[config.mk]
export PLATFORM = sky130hd
export DESIGN_NAME = up_conv_stream_arbiter
export DESIGN_NICKNAME = d
export VERILOG_FILES = /design/src/rtl/width_conv_defs.sv /design/src/rtl/up_conv_stream_arbiter_rr_pick.sv /design/src/rtl/up_conv_stream_arbiter.sv
export SDC_FILE = /design/constraint.sdc
export NUM_CORES = 1
export LEC_CHECK = 0
export BUFFER_PORTS_ARGS = -buffer_cell sky130_fd_sc_hd__buf_2
export CORE_ASPECT_RATIO = 0.9
export CORE_MARGIN = 2
export CORE_UTILIZATION = 44
export CTS_CLUSTER_SIZE = 8
export DETAILED_ROUTE_END_ITERATION = 10
export HOLD_SLACK_MARGIN = 0.1
export PLACE_DENSITY = 0.79
export SYNTH_ARGS = -nofsm -noshare
export SYNTH_HDL_FRONTEND = slang
export SYNTH_SLANG_ARGS = --single-unit
[constraint.sdc]
create_clock -name clk -period 2.54 [get_ports clk]
set_input_delay 0.508 -clock clk [delete_from_list [all_inputs] [get_ports clk]]
set_output_delay 0.508 -clock clk [all_outputs]
set_load 0.005 [all_outputs]
[src/rtl/width_conv_defs.sv]
// rtl/width_conv_defs.sv - shared clog2, state encodings and parameter check for the width converters
// Compile first: the parameter-check macro is used by the files that follow.
`ifndef WIDTH_CONV_DEFS_SV
`define WIDTH_CONV_DEFS_SV

`define WIDTH_CONV_PARAM_CHECK(cond, blk) \
  if (!(cond)) begin : blk \
    $error("width_conv: illegal parameter value"); \
  end

package width_conv_defs;

  typedef enum logic {
    ST_IDLE  = 1'b0,
    ST_GRANT = 1'b1
  } arb_state_e;

  function automatic int clog2(input int value);
    int r;
    r = 0;
    for (int i = 0; i < 31; i++) begin
      if ((1 << i) < value) r = i + 1;
    end
    return r;
  endfunction

endpackage

`endif

[src/rtl/up_conv_stream_arbiter_rr_pick.sv]
// rtl/up_conv_stream_arbiter_rr_pick.sv - combinational round-robin picker
// Returns the first requester found searching cyclically from last_i+1.
module rr_pick
  import width_conv_defs::*;
#(
  parameter  int NUM_PORTS   = 4,
  localparam int GRANT_WIDTH = clog2(NUM_PORTS)
) (
  input  logic [NUM_PORTS-1:0]   req_i,
  input  logic [GRANT_WIDTH-1:0] last_i,
  output logic [GRANT_WIDTH-1:0] pick_o,
  output logic                   found_o
);

  logic [GRANT_WIDTH-1:0] cand;

  always_comb begin
    pick_o  = '0;
    found_o = 1'b0;
    cand    = '0;
    for (int i = 1; i <= NUM_PORTS; i++) begin
      cand = GRANT_WIDTH'((int'(last_i) + i) % NUM_PORTS);
      if (!found_o && req_i[cand]) begin
        pick_o  = cand;
        found_o = 1'b1;
      end
    end
  end

endmodule

[src/rtl/up_conv_stream_arbiter.sv]
// rtl/up_conv_stream_arbiter.sv - packet-granular round-robin arbiter feeding an up-width converter
// Optional macro UP_CONV_ARB_ID_EN adds dout_id, the owner index of each output beat.
module up_conv_stream_arbiter
  import width_conv_defs::*;
#(
  parameter  int NUM_PORTS   = 4,
  parameter  int DATA_WIDTH  = 8,
  localparam int GRANT_WIDTH = clog2(NUM_PORTS),
  localparam int STRB_WIDTH  = DATA_WIDTH / 8
) (
  input  logic                             clk,
  input  logic                             rst,
  input  logic                             cen,
  input  logic [NUM_PORTS*DATA_WIDTH-1:0]  din,
  input  logic [NUM_PORTS*STRB_WIDTH-1:0]  din_strb,
  input  logic [NUM_PORTS-1:0]             din_last,
  input  logic [NUM_PORTS-1:0]             din_valid,
  output logic [NUM_PORTS-1:0]             din_ready,
  output logic [DATA_WIDTH-1:0]            dout,
  output logic [STRB_WIDTH-1:0]            dout_strb,
  output logic                             dout_last,
  output logic                             dout_valid,
  input  logic                             dout_ready,
  output logic [GRANT_WIDTH-1:0]           grant,
`ifdef UP_CONV_ARB_ID_EN
  output logic [GRANT_WIDTH-1:0]           dout_id,
`endif
  output logic                             busy
);

  `WIDTH_CONV_PARAM_CHECK(NUM_PORTS >= 2 && NUM_PORTS <= 16, g_chk_num_ports)
  `WIDTH_CONV_PARAM_CHECK(DATA_WIDTH >= 8 && (DATA_WIDTH % 8) == 0, g_chk_data_width)

  arb_state_e             state_q, state_d;
  logic [GRANT_WIDTH-1:0] grant_q, grant_d;
  logic [DATA_WIDTH-1:0]  dout_q, dout_d;
  logic [STRB_WIDTH-1:0]  strb_q, strb_d;
  logic                   last_q, last_d;
  logic                   valid_q, valid_d;
`ifdef UP_CONV_ARB_ID_EN
  logic [GRANT_WIDTH-1:0] id_q, id_d;
`endif

  logic [GRANT_WIDTH-1:0] pick;
  logic                   found;
  logic [DATA_WIDTH-1:0]  sel_data;
  logic [STRB_WIDTH-1:0]  sel_strb;
  logic                   sel_last;
  logic                   sel_valid;
  logic                   out_free;

  rr_pick #(.NUM_PORTS(NUM_PORTS)) u_rr_pick (
    .req_i   (din_valid),
    .last_i  (grant_q),
    .pick_o  (pick),
    .found_o (found)
  );

  always_comb begin
    sel_data  = '0;
    sel_strb  = '0;
    sel_last  = 1'b0;
    sel_valid = 1'b0;
    for (int i = 0; i < NUM_PORTS; i++) begin
      if (grant_q == GRANT_WIDTH'(i)) begin
        sel_data  = din[i*DATA_WIDTH +: DATA_WIDTH];
        sel_strb  = din_strb[i*STRB_WIDTH +: STRB_WIDTH];
        sel_last  = din_last[i];
        sel_valid = din_valid[i];
      end
    end
  end

  // The output register can take a beat when empty or draining this cycle.
  assign out_free = ~valid_q | dout_ready;

  always_comb begin
    state_d   = state_q;
    grant_d   = grant_q;
    dout_d    = dout_q;
    strb_d    = strb_q;
    last_d    = last_q;
    valid_d   = valid_q;
    din_ready = '0;
`ifdef UP_CONV_ARB_ID_EN
    id_d      = id_q;
`endif
    if (cen) begin
      if (valid_q && dout_ready) valid_d = 1'b0;
      case (state_q)
        ST_IDLE: begin
          if (found) begin
            grant_d = pick;
            state_d = ST_GRANT;
          end
        end
        ST_GRANT: begin
          for (int i = 0; i < NUM_PORTS; i++) begin
            din_ready[i] = (grant_q == GRANT_WIDTH'(i)) & out_free;
          end
          if (sel_valid && out_free) begin
            dout_d  = sel_data;
            strb_d  = sel_strb;
            last_d  = sel_last;
            valid_d = 1'b1;
`ifdef UP_CONV_ARB_ID_EN
            id_d    = grant_q;
`endif
            if (sel_last) state_d = ST_IDLE;
          end
        end
      endcase
    end
  end

  always_ff @(posedge clk) begin
    if (rst) begin
      state_q <= ST_IDLE;
      grant_q <= GRANT_WIDTH'(NUM_PORTS - 1);
      dout_q  <= '0;
      strb_q  <= '0;
      last_q  <= 1'b0;
      valid_q <= 1'b0;
`ifdef UP_CONV_ARB_ID_EN
      id_q    <= '0;
`endif
    end else begin
      state_q <= state_d;
      grant_q <= grant_d;
      dout_q  <= dout_d;
      strb_q  <= strb_d;
      last_q  <= last_d;
      valid_q <= valid_d;
`ifdef UP_CONV_ARB_ID_EN
      id_q    <= id_d;
`endif
    end
  end

  assign dout       = dout_q;
  assign dout_strb  = strb_q;
  assign dout_last  = last_q;
  assign dout_valid = valid_q;
  assign grant      = grant_q;
  assign busy       = (state_q == ST_GRANT);
`ifdef UP_CONV_ARB_ID_EN
  assign dout_id    = id_q;
`endif

endmodule

==> summary.md <==
| Metric | Value |
|---|---|
| Hold Crit Class | input pin to flop |
| CTS tree | built |
| Tot GR Track Use | between 20% and 30% |
| Relative slew slack | 76.8% |
| Die ar. | 3180 um^2 |
| Post-synthesis instance area | 1210 um^2 |
| Yosys top cell area share | 23.2% |
| Syn Inst Count | 160 |
| Max-cap violations | 0 |
| Ant. Diodes | 0 |
| Vias per cell | approximately 5.5 |
| Final WL | about 3.3 mm |
| Clock Skew | 0.00899 ns |
| Clk_lat worst skew | roughly 0.29 ns |
| Pleak | 0.784 nW |
| Mean Syn Cell Area | 7.55 um^2 |
| Top Ports | 66 |
| Reg2Reg Depth | 6 |
| Area Overhead vs Synth | 33.1% |
| Row cnt | 18 |
| Worst reg-to-reg setup slack | 0.38 ns |
| Fin cells | roughly 250 |
| Cts bufs inserted | 3 |
| YS warnings | 0 |
| Number of port buffers | 65 |
| Peak supply drop | 307 uV |
| Sequential fraction of the synthesis area | 23.2% |
| Predominant post-synthesis flop cell | dfxtp_1 |
| Fraction of registers with async set/reset | 0% |
| Worst Hold Depth | 3 |
| Worst hold slack | 0.487 ns |
| EDFF count, synth | 0 |
| Residual DRC count | 0 |
| Setup_tns | 0 ns |
| Required time of the critical path | ~2.0 ns |
| Slew @ Worst Pin | between 0.3 and 0.4 ns |
| Vias in the first global route | 1162 |
| Final Power | 1.20 mW |
| Critical R2R Launch | grant[1] |
| Min-Delay Endpoint | dout[3] |
| Kind of critical path | flop to primary output |
| WL per Instance | 13.1 um |
| Dpl hpwl | about 2.5 mm |
| # setup viols final | 0 |
| Hold Vio Cnt, Final | 0 |
| Placement Setup Slack | 0.398 ns |
| Maximum clock rate | 455 MHz |
| Post-placement cell count | 250 |
| Clock Sink Count | 14 |
| Register bit count reported by yosys | 14 |
| Htree depth | 1 |
| Pwr/cell area | ~750 nW/um^2 |
| RSZ-0062 raised after global routing | false |
| Via Count | roughly 1400 |
| Crit path DAT | approximately 1.7 ns |
| Pre-Repair DR Iteration Count | 4 |
| Largest net degree at the start of global routing | 23 |
| Status | finished, final reports clean |
| GPL Wtd Cong | 0.836 |
| Crit Path Max Fanout | 17 |
| Final Instance Area | 1610 um^2 |
| Most frequent cells in the layout | buf_2 (65), nand2_1 (24), o21ai_0 (16) |
| Clock transition at path regs | 0.09 ns |
| Hold_buf cts | 0 |
| Setup ws final | approximately 0.34 ns |
| Fin crit share | 86.6% |
| Top cells by area, synth | dfxtp_1 (23%), nand2_1 (7.5%), o21ai_0 (6.6%) |
| Final Max Tran Viols | 0 |
| Post-synthesis cell type count | 36 |
| Setup repair bufs after CTS | 0 |
| Syn nets | 212 |
| Nets | 277 |
| DRT iter0 DRCs | 44 |
| Core area | 2680 um^2 |
| Post-Route Utilization | 60.0% |
| Setup crit start kind | flop |
| Hold path start | din[27] |
| Initial antenna violation count | 0 |
| Global-route wire length before repair | 5.04 mm |
| Commonest non-fill, non-tap cell in the layout | buf_2 |
| Worst reg2reg endpoint | grant[0] |
| Die H | 53.7 um |
| Clock root cell | clkbuf_4 |
| Die width | 59.2 um |
| Grt ovf | 0 |
| Area post-placement | 1570 um^2 |
| Crit path time final | 2.20 ns |
| Crit. End Element | primary output |
| Initial Util | 45.1% |
| CTS Buffer Depth | 2 |
| Post-CTS Resized | 0 |
| DRT antenna net count | 0 |
| Dominant cell type by area after synthesis | dfxtp_1 |
| Share of cells above drive strength 1 | 37.9% |
## cell type report
| cell class | count | area, um^2 |
|---|---|---|
| tap | 30 | 37.5 |
| clock buffer | 4 | 36.3 |
| fill | 250 | 1070 |
| multi-input combinational | 118 | 813 |
| sequential | 14 | 280 |
| timing repair buffer | 73 | 385 |
| inverter | 15 | 56.3 |
## cell usage after synthesis, types with 2 or more instances
cell       n
a22oi_1    2
a221oi_1   3
clkbuf_1  10
inv_1     15
a221o_1    2
a21oi_1   13
a211oi_1   3
nor3_1     2
ha_1       4
nand2_1   24
nor2b_1    2
o21ai_0   16
and2_1     6
nor4_1     2
mux4_2     3
dfxtp_1   14
buf_2      2
a311oi_1   7
nor2_1     4
a31oi_1   10
## registers in the layout, summed over array words and instances (netlist names)
register    count
busy            1
dout            8
dout_last       1
dout_strb       1
dout_valid      1
grant           2
## logic make-up (layout without fill, tap and decap cells)
logic type	after synthesis	after routing	synth area share [%]
buf+inv	28	92	9.52
mux	6	6	9.94
fa+ha+maj	4	4	4.14
simple gates	45	45	18.1
compound gates	63	63	35.1
flops	14	14	23.2
## worst max-delay path: stages (launching register included)
cell	delay, ns
dfxtp_1	0.49
inv_1	0.16
ha_1	0.28
buf_4	0.20
and2_1	0.14
buf_2	0.12
## worst max-delay path by stage
stage	startpoint	endpoint	slack (ns)
after floorplan	grant[0]	grant[0]	0.57
after global placement	grant[1]	grant[0]	0.46
after detailed placement	grant[1]	grant[0]	0.40
after CTS	grant[1]	din_ready[1]	0.35
after global routing	grant[0]	dout[6]	0.23
final	grant[1]	din_ready[1]	0.34
## power breakdown
group          internal (mW)  switching [mW]  total (mW)  leakage, nW
logic                  0.333           0.408       0.740        0.648
clock network         0.0874          0.0789       0.166       0.0210
registers              0.260          0.0380       0.298        0.114
## layer usage
layer	global-route usage, %	wire (um)
met4	9.85	59
met1	30.7	1580
met5	0	0
met3	1.44	179
met2	32.1	1510
(Power assumes the default switching activity.)
